File: src/rtl/width_conv_sched.sv
// width_conv_sched: sequencer for the 256->324-bit DRM width converter.
// Issues one 81-beat read burst per group, gates returned beats into the
// converter, pulses a converter phase clear at job start, reserves downstream
// FIFO space per burst and signals completion after num_groups*64 words.
//
// Optional build macro: WIDTH_CONV_SCHED_PERF_EN adds the stall_cycles counter.
//
// Ports:
//   clk, rst          clock, asynchronous active-high reset
//   start             job start pulse (accepted in IDLE only)
//   base_addr         byte address of the first beat
//   num_groups        groups in the job
//   busy, done        job in progress / one-cycle completion pulse
//   cmd_valid/ready   read command handshake
//   cmd_addr, cmd_len burst start address / burst length minus 1
//   rd_valid          returned beat strobe from memory
//   conv_valid_in     beat strobe to converter (combinational)
//   conv_clr          one-cycle converter phase clear
//   conv_valid_out    converter output word strobe
//   fifo_free         free words in downstream FIFO
//   err_overrun       sticky unexpected beat/word flag
//   stall_cycles      (perf build) cycles with work pending but no command
module width_conv_sched #(
    parameter int unsigned ADDR_WIDTH      = 32,
    parameter int unsigned BEAT_BYTES      = 32,
    parameter int unsigned GROUP_BEATS     = 81,
    parameter int unsigned GROUP_WORDS     = 64,
    parameter int unsigned GRP_WIDTH       = 16,
    parameter int unsigned FREE_WIDTH      = 10,
    parameter int unsigned MAX_OUTSTANDING = 2
) (
    input  logic                  clk,
    input  logic                  rst,
    input  logic                  start,
    input  logic [ADDR_WIDTH-1:0] base_addr,
    input  logic [GRP_WIDTH-1:0]  num_groups,
    output logic                  busy,
    output logic                  done,
    output logic                  cmd_valid,
    input  logic                  cmd_ready,
    output logic [ADDR_WIDTH-1:0] cmd_addr,
    output logic [7:0]            cmd_len,
    input  logic                  rd_valid,
    output logic                  conv_valid_in,
    output logic                  conv_clr,
    input  logic                  conv_valid_out,
    input  logic [FREE_WIDTH-1:0] fifo_free,
    output logic                  err_overrun
`ifdef WIDTH_CONV_SCHED_PERF_EN
    ,
    output logic [31:0]           stall_cycles
`endif
);

    localparam int unsigned BEAT_W = $clog2(GROUP_BEATS);
    localparam int unsigned OUT_W  = 2;
    localparam int unsigned RES_W  = FREE_WIDTH + 1;
    localparam int unsigned CMP_W  = RES_W + 1;
    localparam int unsigned WORD_W = GRP_WIDTH + 7;
    localparam logic [ADDR_WIDTH-1:0] ADDR_STEP = ADDR_WIDTH'(GROUP_BEATS * BEAT_BYTES);

    typedef enum logic [2:0] {
        S_IDLE,
        S_CLR,
        S_RUN,
        S_DRAIN,
        S_FIN
    } state_t;

    state_t                state_q, state_d;
    logic [GRP_WIDTH-1:0]  ng_q, ng_d;
    logic [GRP_WIDTH-1:0]  issued_q, issued_d;
    logic [OUT_W-1:0]      outst_q, outst_d;
    logic [RES_W-1:0]      reserved_q, reserved_d;
    logic [WORD_W-1:0]     words_q, words_d;
    logic [BEAT_W-1:0]     beat_q, beat_d;
    logic [ADDR_WIDTH-1:0] addr_d;
    logic                  err_d;
    logic                  cmd_valid_d;
    logic                  busy_d;
    logic                  done_d;
    logic                  clr_d;

    logic                  cmd_accept;
    logic                  grp_done;
    logic                  word_ok;
    logic                  beat_orphan;
    logic                  word_extra;
    logic [WORD_W-1:0]     total;

    // Beats pass to the converter only while a burst is in flight.
    assign conv_valid_in = rd_valid & (outst_q != '0);
    assign cmd_len       = 8'(GROUP_BEATS - 1);

    assign total       = WORD_W'(ng_q) * WORD_W'(GROUP_WORDS);
    assign cmd_accept  = cmd_valid & cmd_ready;
    assign grp_done    = conv_valid_in & (beat_q == BEAT_W'(GROUP_BEATS - 1));
    assign word_ok     = conv_valid_out & (words_q != total);
    assign beat_orphan = rd_valid & (outst_q == '0);
    assign word_extra  = conv_valid_out & (words_q == total);

    // State register.
    always_ff @(posedge clk or posedge rst) begin
        if (rst) begin
            state_q <= S_IDLE;
        end else begin
            state_q <= state_d;
        end
    end

    // Next state, counter updates and next values of registered outputs.
    always_comb begin
        state_d     = state_q;
        ng_d        = ng_q;
        addr_d      = cmd_addr;
        issued_d    = issued_q;
        outst_d     = outst_q;
        reserved_d  = reserved_q;
        words_d     = words_q;
        beat_d      = beat_q;
        err_d       = err_overrun;
        cmd_valid_d = 1'b0;
        busy_d      = 1'b0;
        done_d      = 1'b0;
        clr_d       = 1'b0;

        if (cmd_accept) begin
            issued_d = issued_q + GRP_WIDTH'(1);
            addr_d   = cmd_addr + ADDR_STEP;
        end
        if (conv_valid_in) begin
            beat_d = grp_done ? '0 : beat_q + BEAT_W'(1);
        end
        // Accept and group completion in the same cycle cancel out.
        case ({cmd_accept, grp_done})
            2'b10:   outst_d = outst_q + OUT_W'(1);
            2'b01:   outst_d = outst_q - OUT_W'(1);
            default: outst_d = outst_q;
        endcase
        // Reservation grows by a group on accept and shrinks per emitted word.
        reserved_d = reserved_q + (cmd_accept ? RES_W'(GROUP_WORDS) : RES_W'(0));
        if (word_ok) begin
            words_d = words_q + WORD_W'(1);
            if (reserved_d != '0) begin
                reserved_d = reserved_d - RES_W'(1);
            end
        end
        if (beat_orphan || word_extra) begin
            err_d = 1'b1;
        end

        case (state_q)
            S_IDLE: begin
                if (start) begin
                    state_d    = S_CLR;
                    ng_d       = num_groups;
                    addr_d     = base_addr;
                    issued_d   = '0;
                    outst_d    = '0;
                    reserved_d = '0;
                    words_d    = '0;
                    beat_d     = '0;
                    err_d      = 1'b0;
                end
            end
            S_CLR:   state_d = (ng_q == '0) ? S_FIN : S_RUN;
            S_RUN: begin
                if (issued_q == ng_q) begin
                    state_d = S_DRAIN;
                end
            end
            S_DRAIN: begin
                if ((words_q == total) && (outst_q == '0)) begin
                    state_d = S_FIN;
                end
            end
            S_FIN:   state_d = S_IDLE;
            default: state_d = S_IDLE;
        endcase

        // A raised command is held until accepted; a new one is raised from
        // post-update counters so an accept never double-issues.
        cmd_valid_d = (cmd_valid && !cmd_ready) ||
                      ((state_d == S_RUN) && (issued_d < ng_q) &&
                       (outst_d < OUT_W'(MAX_OUTSTANDING)) &&
                       (CMP_W'(fifo_free) >= (CMP_W'(reserved_d) + CMP_W'(GROUP_WORDS))));

        busy_d = (state_d == S_CLR) || (state_d == S_RUN) || (state_d == S_DRAIN);
        done_d = (state_d == S_FIN);
        clr_d  = (state_d == S_CLR);
    end

    // Datapath and registered outputs.
    always_ff @(posedge clk or posedge rst) begin
        if (rst) begin
            ng_q        <= '0;
            issued_q    <= '0;
            outst_q     <= '0;
            reserved_q  <= '0;
            words_q     <= '0;
            beat_q      <= '0;
            cmd_addr    <= '0;
            cmd_valid   <= 1'b0;
            err_overrun <= 1'b0;
            busy        <= 1'b0;
            done        <= 1'b0;
            conv_clr    <= 1'b0;
        end else begin
            ng_q        <= ng_d;
            issued_q    <= issued_d;
            outst_q     <= outst_d;
            reserved_q  <= reserved_d;
            words_q     <= words_d;
            beat_q      <= beat_d;
            cmd_addr    <= addr_d;
            cmd_valid   <= cmd_valid_d;
            err_overrun <= err_d;
            busy        <= busy_d;
            done        <= done_d;
            conv_clr    <= clr_d;
        end
    end

`ifdef WIDTH_CONV_SCHED_PERF_EN
    logic [31:0] stall_d;

    // Count cycles where groups remain but no command is being offered.
    always_comb begin
        stall_d = stall_cycles;
        if ((state_q == S_IDLE) && start) begin
            stall_d = '0;
        end else if (((state_q == S_RUN) || (state_q == S_DRAIN)) && !cmd_valid &&
                     (issued_q < ng_q) && (stall_cycles != '1)) begin
            stall_d = stall_cycles + 32'(1);
        end
    end

    always_ff @(posedge clk or posedge rst) begin
        if (rst) begin
            stall_cycles <= '0;
        end else begin
            stall_cycles <= stall_d;
        end
    end
`endif

endmodule

File: config.mk
export PLATFORM = sky130hd
export DESIGN_NAME = width_conv_sched
export DESIGN_NICKNAME = d
export VERILOG_FILES = /design/src/rtl/width_conv_sched.sv
export SDC_FILE = /design/constraint.sdc
export NUM_CORES = 1
export LEC_CHECK = 0
export BUFFER_PORTS_ARGS = -buffer_cell sky130_fd_sc_hd__clkbuf_2
export CORE_MARGIN = 2
export CORE_UTILIZATION = 35
export DETAILED_ROUTE_END_ITERATION = 7
export PLACE_DENSITY_LB_ADDON = 0.05
export SYNTH_ARGS = -nofsm -noshare
export SYNTH_HDL_FRONTEND = slang
export SYNTH_SLANG_ARGS = --single-unit
File: constraint.sdc
create_clock -name clk -period 6.2 [get_ports clk]
set_clock_uncertainty 0.2 [all_clocks]
set_input_delay 1.24 -clock clk [delete_from_list [all_inputs] [get_ports clk]]
set_output_delay 1.24 -clock clk [all_outputs]
set_load 0.03 [all_outputs]
==> flow_summary.json <==
{
  "worstSetupStartpointType": "primary input",
  "final_layout_size_suffix_gt1_share_pct": 18.8,
  "synth_ff_type": "dfrtp_1",
  "nets": 944,
  "wl_per_cell_um": 16.5,
  "reg2regPathDepth": 19,
  "vias_in_the_first_global_route": 5506,
  "detail_route.drc_violations": 0,
  "power.ir.vdd_worst_uv": 213,
  "worstPathMaxFanout": 9,
  "synth.yosys.seq_area_share_pct": 42.7,
  "chipWidth_um": 143,
  "routed_via_density": 5.00,
  "placeableCoreArea_mm2": 0.0188,
  "total_switching_power_uw": 1580,
  "timing.critical_path.required_ps": 6330,
  "max_stage_delay_ps": 600,
  "post-route-cell-area_mm2": 0.00808,
  "num_vias": 5453,
  "insertedDiodeCount": 0,
  "floorplan.initialDensity_pct": 35.9,
  "worst-slew-pin-transition_ps": 1100,
  "grt_pass1_wl_um": 29400,
  "final_hold_viol_count": 0,
  "area_of_the_mapped_netlist_mm2": 0.00674,
  "antenna_left": 0,
  "setup_viol": 0,
  "hold_class": "reg2reg",
  "holdPathStages": 2,
  "fillCellCount": 1888,
  "stages_on_the_worst_setup_path": 20,
  "cts_hold_buffers": 0,
  "clockRootBuffer": "clkbuf_16",
  "drt-total-wl_um": 17900,
  "drt-pass1-iter-count": 4,
  "critPathTopFamily": "compound AO/OA/AOI/OAI gates",
  "cts_inserted_buffers": 17,
  "post_cts.resized_instances": 0,
  "run_status": "finished, final reports clean",
  "finalPower_uw": 3790,
  "power_switching_share_pct": 41.8,
  "max_slew_margin_pct": 26.7,
  "half_perimeter_wire_length_after_placement_um": 13100,
  "synth_async_sr_flop_share_pct": 100,
  "fin_crit_sh_pct": 86.7,
  "worst_ep_arrival_time_ps": 5500,
  "critPathMostFrequentCell": "ha_1",
  "intPower_uw": 2210,
  "critical_path_buffer_and_inverter_count": 1,
  "post_synth.cell_area_avg_um2": 9.12,
  "synth.lib_cells_used.distinct": 56,
  "power_per_cell_area_mw_per_mm2": 469,
  "portBuffers": 101,
  "first_iter_violations": 319,
  "layout_min_cycle_time_ps": 5370,
  "power.leakage_uw": 0.00370,
  "pwr-share-seq_pct": 34.5,
  "regArea_mm2": 0.00288,
  "cts_max_path_buffers": 2,
  "cts.htree.levels": 4,
  "number_of_clock_sinks": 115,
  "fp.dieArea_mm2": 0.0204,
  "power.clock.fraction_pct": 26.7,
  "setup_total_negative_slack_ps": 0,
  "number_of_antenna_violations_at_the_first_check_in_global_routing": 0,
  "multi_input_comb_area_mm2": 0.00358,
  "die_height_um": 143,
  "syn_to_final_growth_pct": 19.9,
  "place_area_mm2": 0.00747,
  "cts_tree": "done",
  "cts_post_setup_buffers_inserted": 0,
  "cpMaxStageDelayCell": "a211oi_2",
  "top_level_ports": 110,
  "power_frac_comb_pct": 38.8,
  "final_max_slew_viol_count": 0,
  "grt_usage_pct": 18.6,
  "clock_insertion_delay_worst_skew_ps": 420,
  "fmax_mhz": 186,
  "crit_path_cell_trace": "clkbuf_2, and2_1, ha_1, ha_1, xnor2_1, and3_1, and4_4, a211oi_2, a31oi_1, o21a_1, ha_1, xor2_1, ha_1, o21ai_0, a21oi_1, o211ai_1, nor4_1, o311a_1, nand3_1, o32ai_2",
  "clkSlewWorstSetupHoldPaths_ps": 60,
  "synth-warning-count": 0,
  "overflow": 0,
  "synth-seq-cells": 115,
  "rsz_0062_raised_after_global_routing": "no",
  "synthCells": 739,
  "number_of_enable_type_register_cells_in_the_synthesized_netlist": 0,
  "gp_congestion": 0.838,
  "grt_start_max_net_pins": 76,
  "timing.critical_path.to_type": "flop",
  "timing.setup.critical_path_class": "in2reg",
  "placementRows": 50,
  "maxCapViolCount": 0
}
==> kinds of logic (layout without fill, tap and decap cells) <==
family                   Yosys count  after routing  share of synthesized area [%]
adder cells (fa/ha/maj)           37             37                           6.87
AND/OR/NAND/NOR                  291            291                           21.3
flip-flops                       115            115                           42.7
other                              2              8                          0.111
multiplexers                       1              1                          0.149
XOR/XNOR                         108            108                           14.0
AO/OA/AOI/OAI                    112            112                           10.3
buffers and inverters             73            184                           4.53
==> metrics by stage <==
| step | hold WS (ps) | setup WS, ps | util [%] | std cells |
|---|---|---|---|---|
| 2_1_floorplan | 286 | 815 | - | 745 |
| 3_3_place_gp | 262 | 575 | 39.8 | 1058 |
| 3_5_place_dp | 264 | 438 | 39.8 | 1058 |
| 4_1_cts | 280 | 859 | 43.0 | 1090 |
| 5_1_grt | 313 | 607 | 43.0 | 1090 |
| 6_report | 272 | 825 | 43.0 | 1090 |
==> power groups by stage <==
stage          Clock (µW)  Combinational, µW  Sequential [µW]
2_1_floorplan           0                897             1440
3_3_place_gp            0               1450             1310
6_report             1010               1470             1310
3_5_place_dp            0               1480             1310
4_1_cts              1040               1490             1310
5_1_grt              1080               1650             1350
==> sequential cells by signal, summed over array words and instances (netlist names) <==
| register | cells |
|---|---|
| err_overrun | 1 |
| issued_q | 16 |
| reserved_q | 11 |
| state_q | 3 |
| done | 1 |
| cmd_valid | 1 |
| cmd_addr | 32 |
| busy | 1 |
| words_q | 23 |
| ng_q | 16 |
| beat_q | 7 |
| conv_clr | 1 |
| outst_q | 2 |
==> cell usage in the layout, fill, tap and decap left out, drive strengths merged, types with 27 or more instances in the layout <==
cell and instances:
nor2 74, a21oi 28, ha 37, nand2 95, o21ai 55, xnor2 65
clkbuf 118, dfrtp 115, inv 47, nand3 27, xor2 43
==> path summary, 6_finish.rpt <==
path / to / slack, ps / from
max: cmd_valid$_DFF_PP0_ / 830 / cmd_ready
min: cmd_addr[2]$_DFFE_PP0P_ / 270 / cmd_addr[2]$_DFFE_PP0P_
max reg2reg: cmd_valid$_DFF_PP0_ / 1300 / cmd_valid$_DFF_PP0_
min reg2reg: cmd_addr[2]$_DFFE_PP0P_ / 270 / cmd_addr[2]$_DFFE_PP0P_
max in group asynchronous: words_q[16]$_DFF_PP0_ / 3830 / rst
min in group asynchronous: cmd_addr[22]$_DFF_PP0_ / 850 / rst
==> area by class of cell <==
type | count | area share [%]
clock inverters | 15 | 2.29
flip-flops and latches | 115 | 35.6
repair buffers | 106 | 6.72
well taps | 234 | 3.62
clock buffers | 17 | 5.27
inverters | 46 | 2.20
multi-input cells | 557 | 44.3
==> synth_stat cells, types with 11 or more instances <==
library cell    n  area share, %
dfrtp_1       115             43
nand2_1        94            5.2
nor2_1         74            4.1
xnor2_1        65            8.4
o21ai_0        53            3.9
inv_1          45            2.5
xor2_1         43            5.6
ha_1           37            6.9
nand3_1        27            2.0
a21oi_1        26            1.9
nand4_1        26            2.4
clkbuf_1       18            1.0
and3_1         11            1.0
==> metal layers <==
metal | part of all wire, % | global-route usage, %
met5 | 0 | 0
met1 | 47 | 24.7
met2 | 47 | 29.8
met3 | 5.0 | 5.20
met4 | 1.1 | 5.42
==> worst register-to-register path: stages, from the launching register on <==
cell	delay, ps
dfrtp_1	410
and2_1	200
ha_1	210
ha_1	220
xnor2_1	210
and3_1	180
and4_4	190
a211oi_2	600
a31oi_1	240
o21a_1	260
ha_1	240
xor2_1	170
ha_1	280
o21ai_0	90
a21oi_1	190
o211ai_1	110
nor4_1	230
o311a_1	210
nand3_1	90
o32ai_2	260
No activity file was read; power rests on OpenSTA's default activity.
